`config.mk`:
```
export PLATFORM = sky130hd
export DESIGN_NAME = alarm_ctrl
export DESIGN_NICKNAME = d
export VERILOG_FILES = /design/src/rtl/alarm_pkg.sv /design/src/rtl/alarm_ctrl_beep_gen.sv /design/src/rtl/alarm_ctrl.sv
export SDC_FILE = /design/constraint.sdc
export NUM_CORES = 1
export LEC_CHECK = 0
export CAP_MARGIN = 20
export CORE_MARGIN = 3
export CORE_UTILIZATION = 60
export DETAILED_ROUTE_END_ITERATION = 16
export DONT_BUFFER_PORTS = 1
export PLACE_DENSITY = 0.76
export SETUP_SLACK_MARGIN = 0.2
export SYNTH_ARGS = -nofsm -noshare
export SYNTH_HDL_FRONTEND = slang
export SYNTH_SLANG_ARGS = --single-unit
```
`constraint.sdc`:
```
create_clock -name clk_1k -period 2.87 [get_ports clk_1k]
set_clock_uncertainty 0.05 [all_clocks]
set_input_delay 0.861 -clock clk_1k [delete_from_list [all_inputs] [get_ports clk_1k]]
set_output_delay 0.861 -clock clk_1k [all_outputs]
set_load 0.01 [all_outputs]
```
`src/rtl/alarm_pkg.sv`:
```
// alarm_pkg: shared definitions for the alarm path controller.
//   alarm_state_t : FSM state encodings (ST_IDLE/ST_RING/ST_SNOOZE/ST_DONE)
//   MS_PER_SEC    : clk_1k cycles per second
//   MS_W          : width of the millisecond counter
//   sec_width()   : width of the shared second counter for a given maximum count
package alarm_pkg;

    typedef enum logic [1:0] {
        ST_IDLE   = 2'd0,
        ST_RING   = 2'd1,
        ST_SNOOZE = 2'd2,
        ST_DONE   = 2'd3
    } alarm_state_t;

    localparam int MS_PER_SEC = 1000;
    localparam int MS_W       = 10;

    // Second counter never narrower than 12 bits; grows if a longer
    // ring or snooze interval is configured.
    function automatic int sec_width(input int max_cnt);
        int w;
        w = $clog2(max_cnt);
        return (w < 12) ? 12 : w;
    endfunction

endpackage

```
`src/rtl/alarm_ctrl_beep_gen.sv`:
```
// beep_gen: beep cadence generator shared by alarm ring and hourly chime.
//   clk_1k   in  : 1 kHz clock
//   cr       in  : asynchronous active-low reset
//   tick_1hz in  : one-cycle pulse per second, restarts the ms counter
//   en       in  : cadence enable (ring or chime active)
//   tone     out : buzzer drive, 500 Hz square during the first BEEP_MS ms of each second
module beep_gen
    import alarm_pkg::*;
#(
    parameter int BEEP_MS = 500
) (
    input  logic clk_1k,
    input  logic cr,
    input  logic tick_1hz,
    input  logic en,
    output logic tone
);

    localparam logic [MS_W-1:0] MS_MAX   = MS_W'(MS_PER_SEC - 1);
    localparam logic [MS_W-1:0] BEEP_LIM = MS_W'(BEEP_MS);

    logic [MS_W-1:0] ms_cnt;

    always_ff @(posedge clk_1k or negedge cr) begin
        if (!cr) begin
            ms_cnt <= '0;
            tone   <= 1'b0;
        end else begin
            // saturate so a missing tick leaves the tone off
            if (tick_1hz)
                ms_cnt <= '0;
            else if (ms_cnt != MS_MAX)
                ms_cnt <= ms_cnt + 1'b1;

            if (en && (ms_cnt < BEEP_LIM))
                tone <= ~tone;
            else
                tone <= 1'b0;
        end
    end

endmodule

```
`src/rtl/alarm_ctrl.sv`:
```
// alarm_ctrl: alarm compare + ring/snooze/stop sequencer with buzzer cadence.
//   clk_1k                     in  : 1 kHz clock
//   cr                         in  : asynchronous active-low reset
//   tick_1hz                   in  : one-cycle pulse per second
//   alarm_en                   in  : alarm enable switch (level)
//   stop_key, snooze_key       in  : debounced key levels, acted on at rising edge
//   bcd_tmu/tmt/thu/tht        in  : current time digits (min units, min tens, hr units, hr tens)
//   bcd_smu/smt/shu/sht        in  : alarm set time digits, same order
//   ring                       out : high while in RING
//   tone                       out : buzzer drive
//   state_o                    out : current state encoding
//   snooze_cnt                 out : snoozes used in the current alarm event
// Optional macro HOURLY_CHIME_EN: 2 s beep at the top of each hour while IDLE.
//
// State table:
//   ST_IDLE   | waiting for a new match of time against set time
//   ST_RING   | buzzer cadence active, keys accepted, times out after RING_SEC
//   ST_SNOOZE | silent, counting SNOOZE_MIN minutes before ringing again
//   ST_DONE   | event finished, waits for the set minute to pass
module alarm_ctrl
    import alarm_pkg::*;
#(
    parameter int RING_SEC   = 60,
    parameter int SNOOZE_MIN = 5,
    parameter int MAX_SNOOZE = 3,
    parameter int BEEP_MS    = 500
) (
    input  logic       clk_1k,
    input  logic       cr,
    input  logic       tick_1hz,
    input  logic       alarm_en,
    input  logic       stop_key,
    input  logic       snooze_key,
    input  logic [3:0] bcd_tmu,
    input  logic [3:0] bcd_tmt,
    input  logic [3:0] bcd_thu,
    input  logic [3:0] bcd_tht,
    input  logic [3:0] bcd_smu,
    input  logic [3:0] bcd_smt,
    input  logic [3:0] bcd_shu,
    input  logic [3:0] bcd_sht,
    output logic       ring,
    output logic       tone,
    output logic [1:0] state_o,
    output logic [1:0] snooze_cnt
);

    localparam int SNOOZE_TICKS = SNOOZE_MIN * 60;
    localparam int SEC_W = sec_width((RING_SEC > SNOOZE_TICKS) ? RING_SEC : SNOOZE_TICKS);
    localparam logic [SEC_W-1:0] RING_LAST   = SEC_W'(RING_SEC - 1);
    localparam logic [SEC_W-1:0] SNOOZE_LAST = SEC_W'(SNOOZE_TICKS - 1);
    localparam logic [1:0]       MAX_SNZ     = 2'(MAX_SNOOZE);

    alarm_state_t     state, state_nx;
    logic [SEC_W-1:0] sec_cnt, sec_nx;
    logic [1:0]       snz_nx;
    logic             equ, equ_d, equ_rise;
    logic             stop_d, snooze_d, stop_ev, snooze_ev;
    logic             armed;
    logic             beep_en;

    assign equ = (bcd_tmu == bcd_smu) && (bcd_tmt == bcd_smt) &&
                 (bcd_thu == bcd_shu) && (bcd_tht == bcd_sht);

    // armed stays low for the first cycle after reset so a match that is
    // already present at reset release is only sampled, never treated as an edge
    assign equ_rise  = equ & ~equ_d & armed;
    assign stop_ev   = stop_key & ~stop_d;
    assign snooze_ev = snooze_key & ~snooze_d;

    always_ff @(posedge clk_1k or negedge cr) begin
        if (!cr) begin
            state      <= ST_IDLE;
            sec_cnt    <= '0;
            snooze_cnt <= 2'd0;
            ring       <= 1'b0;
            equ_d      <= 1'b0;
            stop_d     <= 1'b1;
            snooze_d   <= 1'b1;
            armed      <= 1'b0;
        end else begin
            state      <= state_nx;
            sec_cnt    <= sec_nx;
            snooze_cnt <= snz_nx;
            ring       <= (state_nx == ST_RING);
            equ_d      <= equ;
            stop_d     <= stop_key;
            snooze_d   <= snooze_key;
            armed      <= 1'b1;
        end
    end

    always_comb begin
        state_nx = state;
        sec_nx   = sec_cnt;
        snz_nx   = snooze_cnt;
        case (state)
            ST_IDLE: begin
                if (equ_rise && alarm_en) begin
                    state_nx = ST_RING;
                    sec_nx   = '0;
                    snz_nx   = 2'd0;
                end
            end
            ST_RING: begin
                if (!alarm_en || stop_ev) begin
                    state_nx = ST_DONE;
                end else if (snooze_ev) begin
                    if (snooze_cnt < MAX_SNZ) begin
                        state_nx = ST_SNOOZE;
                        snz_nx   = snooze_cnt + 2'd1;
                        sec_nx   = '0;
                    end else begin
                        state_nx = ST_DONE;
                    end
                end else if (tick_1hz) begin
                    if (sec_cnt == RING_LAST)
                        state_nx = ST_DONE;
                    else
                        sec_nx = sec_cnt + 1'b1;
                end
            end
            ST_SNOOZE: begin
                if (!alarm_en || stop_ev) begin
                    state_nx = ST_DONE;
                end else if (tick_1hz) begin
                    if (sec_cnt == SNOOZE_LAST) begin
                        state_nx = ST_RING;
                        sec_nx   = '0;
                    end else begin
                        sec_nx = sec_cnt + 1'b1;
                    end
                end
            end
            ST_DONE: begin
                if (!equ)
                    state_nx = ST_IDLE;
            end
            default: state_nx = ST_IDLE;
        endcase
    end

    assign state_o = state;

`ifdef HOURLY_CHIME_EN
    logic       top_hr, top_hr_d, chime_on;
    logic       chime_ticks;

    assign top_hr = (bcd_tmu == 4'd0) && (bcd_tmt == 4'd0);

    // chime lasts two ticks; leaving IDLE (alarm wins) cancels it
    always_ff @(posedge clk_1k or negedge cr) begin
        if (!cr) begin
            top_hr_d    <= 1'b0;
            chime_on    <= 1'b0;
            chime_ticks <= 1'b0;
        end else begin
            top_hr_d <= top_hr;
            if ((state != ST_IDLE) || (state_nx != ST_IDLE)) begin
                chime_on    <= 1'b0;
                chime_ticks <= 1'b0;
            end else if (armed && top_hr && !top_hr_d) begin
                chime_on    <= 1'b1;
                chime_ticks <= 1'b0;
            end else if (chime_on && tick_1hz) begin
                if (chime_ticks)
                    chime_on <= 1'b0;
                chime_ticks <= ~chime_ticks;
            end
        end
    end

    assign beep_en = ring | chime_on;
`else
    assign beep_en = ring;
`endif

    beep_gen #(
        .BEEP_MS (BEEP_MS)
    ) u_beep (
        .clk_1k   (clk_1k),
        .cr       (cr),
        .tick_1hz (tick_1hz),
        .en       (beep_en),
        .tone     (tone)
    );

endmodule

```
# Yosys cells after proc, flatten, opt, wreduce, memory -nomap -nowiden
# Index checks and enable logic that the tools add are counted.
# word_totals
register_bits	32
inputBits	38
out_inout_bits	6
wordCells	85
# classes
addsub	3
magnitude_cmp	2
eq_ne	20
muxes	29
n_bitwise	8
n_reduce_logical	13
# op_table
op	count
two-way mux 12 bit	9
one-hot mux 12 bit (3 select lines)	1
two-way mux 2 bit	13
two-way mux 10 bit	2
equality test 4 bit	4
adder 12 x 1 -> 12 bit (second input constant)	1
equality test 12 x 6 -> 1 bit (second input constant)	1
equality test 12 x 9 -> 1 bit (second input constant)	1
inequality test 2 bit (second input constant)	6
adder 10 x 1 -> 10 bit (second input constant)	1
< comparator 10 x 9 -> 1 bit (second input constant)	1
inequality test 10 bit (second input constant)	1
inequality test 3 bit (second input constant)	3
one-hot mux 2 bit (4 select lines)	1
AND reduction 8 bit	1
logical AND 1 bit	5
AND reduction 5 bit	1
bitwise AND 1 bit	4
equality test 2 x 1 -> 1 bit (second input constant)	2
equality test 2 bit (second input constant)	2
NOT 1 bit	4
one-hot mux 2 bit (2 select lines)	1
nonzero test 2 bit	2
nonzero test 3 bit	1
6 further kinds	7

# Logic depth before layout (Yosys ltp)
# logic_depth
ltp_word	10
depth_mapped	8
depth_no_buf	7

# Hierarchy
# A second synthesis with hierarchy kept.
# unflattened
hier_cells	226
area_unflattened_um2	2084.5
# modules_own_cells
mod	n_inst	cells_per_inst	area_per_inst_um2	seq_area_each_um2
alarm_ctrl	1	167	1496.4	528.0
beep_gen	1	59	588.1	275.3

# Least setup slack after synthesis
# Ideal clock, no wire load.
# synth_timing
path_type	input -> register
start	input port bcd_shu[2]
end	register sec_cnt[10]
setup_ns	0.104
t_arrival_ns	2.486
required_time_ns	2.716
path_slack_ns	0.231
path_stages	7
n_path_buf	1
cell_sequence	xnor2_1 -> nand4_1 -> nor4_4 -> a21boi_2 -> or3_4 -> buf_6 -> o41ai_2
# synth_via
elab_chain_len	8
# synth_lines
element	line	text
start, declared	alarm_ctrl.sv:40	input logic [3:0] bcd_shu,
equality test 4 bit	alarm_ctrl.sv:63	(bcd_thu == bcd_shu) && (bcd_tht == bcd_sht);
logical AND 1 bit	alarm_ctrl.sv:62	assign equ = (bcd_tmu == bcd_smu) && (bcd_tmt == bcd_smt) &&
logical AND 1 bit	alarm_ctrl.sv:63	
via equ	alarm_ctrl.sv:57	logic equ, equ_d, equ_rise;
bitwise AND 1 bit (2 in series)	alarm_ctrl.sv:67	assign equ_rise = equ & ~equ_d & armed;
logical AND 1 bit	alarm_ctrl.sv:99	if (equ_rise && alarm_en) begin
inequality test 2 bit (no line)	--	
AND reduction 8 bit (no line)	--	
end signal, assigned	alarm_ctrl.sv:83	sec_cnt <= sec_nx;
end, declared	alarm_ctrl.sv:55	logic [SEC_W-1:0] sec_cnt, sec_nx;
# The timed path passes the listed nets, and every way through them passes these cells.
# A chain may end at the register's enable or synchronous reset.

# Worst setup path after layout
# layout_timing
start	register state[0] (netlist: state_o[0])
end	register sec_cnt[8]
# layout_via
elab_chain_len	3
elab_cells_between_ends	13
cone_classes	eq/ne (9); mux (1); reduce/logical (3)
# layout_lines
element	line	text
start, declared	alarm_ctrl.sv:54	alarm_state_t state, state_nx;
start signal, assigned	alarm_ctrl.sv:82	state <= state_nx;
equality test 2 x 1 -> 1 bit, or another cell as far along	alarm_ctrl.sv:97	case (state)
inequality test 3 bit (no line), or another cell as far along	--	
AND reduction 8 bit (no line)	--	
# Several ways; a longest one is shown, not always the timed one.

==> metrics <==
CP Max Fanout 12; largest net degree at the start of global routing 33; first-pass GRT wire length ~7700 um; status finished clean; worst flop-to-flop path endpoint sec_cnt[8]$_DFFE_PN0P_; Yosys cell types 48; Setup TNS 0 ns; Global Route met3 Usage 0.0668; CTS Root Buffer Type clkbuf_4; post-placement cell count 256; final setup vio count 0; depth of the CTS H-tree 2; gr usage total 0.240; crit path capture type flop; # clock sinks 32; total number of vias 1712; Syn Nets 260; crit-path leading delay family compound AO/OA/AOI/OAI gates; number of antenna diodes 0; fin crit period 2.47 ns; CORE AREA 3130 sq um; Max Cap Viol 0; M2 GR Usage 0.391; Longest Clk Path Bufs 2; R2R Setup Slk 0.40 ns; R2R cell count 5; # DRC 0; worst path arrival time 2.66 ns; reg2reg start state_o[0]$_DFF_PN0_; vias in the first global route about 1700; Synth Flop Type dfrtp_1; P&R area growth vs syn 6.01%; Yosys top cell area share 0.372; Peak VDD IR between 500 and 600 uV; DRT Pass-1 Iters 4; via/cell ratio 6.48; # resized after CTS 0; drt wl/cell 16.4 um; final worst slack 0.400 ns; Synth Register Bits 32; HP Class in -> async; HPWL after detailed placement between 3000 and 4000 um; Setup WS pre-CTS 0.295 ns; fin nets approximately 270; EDFF count, synth 0; count leader, synth dfrtp_1; CP Launch Type flop; Post-synth top cells dfrtp_1, xnor2_1, nand2_1; global route overflow 0; Synth Instances 214; Final Max Slew Viols 0; input/output buffers 0; Seq/Total Area, Yosys 0.398; initial antenna violation count 0; top cells by area, synth dfrtp_1, xnor2_1, o31ai_1; worst-path cell chain ha_1 -> a21oi_1 -> a311o_1 -> or3_4 -> o41ai_1; die area 4100 sq um; warnings from Yosys 0; cell area after synthesis 2020 sq um; ratio of cells with drive above 1 in the final layout 0.109; async set or reset register ratio after synthesis 1.00; fmax between 400 and 500 MHz; Placer Congestion 0.879; Routed Antenna Nets 0; Worst Path Required 3.06 ns; Mapped Avg Cell Area 9.43 sq um; GRT busiest layer met2; Post-CTS Setup Bufs 0; hold_buf cts 0; Starting Density 0.645; Final Hold Fails 0; unrepaired setup endpoints after global routing no; met1 Use GR 0.300; total leakage power 0.000867 uW; placement-stage cell area 2080 sq um; CTS tree done; number of buffer and inverter stages on the critical path 0; clk slew on worst S/H paths 0.10 ns; Worst path max stage delay 0.57 ns; boundary pin count 44; Post-Route WL 4340 um; Crit Path Class reg -> reg; largest area contributor in the netlist dfrtp_1; crit path max-delay cell type dfrtp_1; clock insertion delay at the later pin of the skew report 0.34 ns; post-route cell area 2140 sq um; Post-Layout Cell Count 264; width of the die 64.0 um; # rows 20; number of CTS-inserted buffers 5; Initial DRC Count 136; final period utilization 0.860; power per cell area between 600 and 700 nW/um^2; die height 64.0 um
## cells by family after synthesis
family	Yosys count	synth area share
compound gates	56	0.203
xor+xnor	20	0.0868
fa+ha+maj	8	0.0496
buf+inv	15	0.0329
flops	32	0.398
mux	1	0.00496
other cells	1	0.00186
simple gates	81	0.223
## state kept, by name, indices dropped and copies added (netlist names)
| signal | cells |
|---|---|
| armed | 1 |
| snooze_cnt | 2 |
| u_beep.tone | 1 |
| u_beep.ms_cnt | 10 |
| sec_cnt | 12 |
| ring | 1 |
| stop_d | 1 |
| snooze_d | 1 |
| state_o | 2 |
| equ_d | 1 |
## routing by layer
metal / wire, um / vias up
li1: - / 804
met1: 1770 / 828
met2: 2180 / 69
met3: 289 / 11
met4: 89 / 0
met5: 0 / -
## final cells by class
type	instances	area [sq um]
clock buffer	6	51.3
clock inverter	2	10.0
fill	229	988
inverter	7	26.3
multi-input combinational	167	1150
sequential	32	803
tap	44	55.1
timing repair buffer	6	45.0
## where the power goes
group	switching [uW]	internal, uW
Clock	154	116
Combinational	356	243
Sequential	90.6	509
Total	601	868
## placed cells by master (no fill, tap or decap), types with 3 or more instances in the layout
cell	count
dfrtp_1	30
nor2b_1	7
xnor2_1	19
ha_1	8
inv_1	7
nand4_1	8
nand3_1	10
nor2_1	14
or3_1	4
nor3_1	3
clkbuf_4	5
buf_4	6
nand2_1	17
nand2b_1	5
a21oi_1	10
o21ai_0	10
o31ai_1	14
## worst max-delay path by stage
stage                               startpoint                      end  slack [ns]  depth (start not counted)
after floorplan                     bcd_shu[2]  sec_cnt[10]$_DFFE_PN0P_        0.23                          7
after global placement              bcd_smu[2]   sec_cnt[8]$_DFFE_PN0P_        0.35                          6
after detailed placement            bcd_shu[2]   sec_cnt[8]$_DFFE_PN0P_        0.29                          6
after CTS                 state_o[1]$_DFF_PN0_   sec_cnt[8]$_DFFE_PN0P_        0.41                          6
after global routing      state_o[1]$_DFF_PN0_   sec_cnt[8]$_DFFE_PN0P_        0.29                          6
final                     state_o[0]$_DFF_PN0_   sec_cnt[8]$_DFFE_PN0P_        0.40                          5
## through the flow
step                hold slack [ns]  power (uW)  utilization
CTS                           0.138        1470        0.684
floorplan                     0.403        1050            -
finish                        0.149        1470        0.684
detailed placement            0.440        1200        0.664
global route                  0.111        1590        0.684
global placement              0.424        1160        0.664
Power figures use the tool's default switching activity.
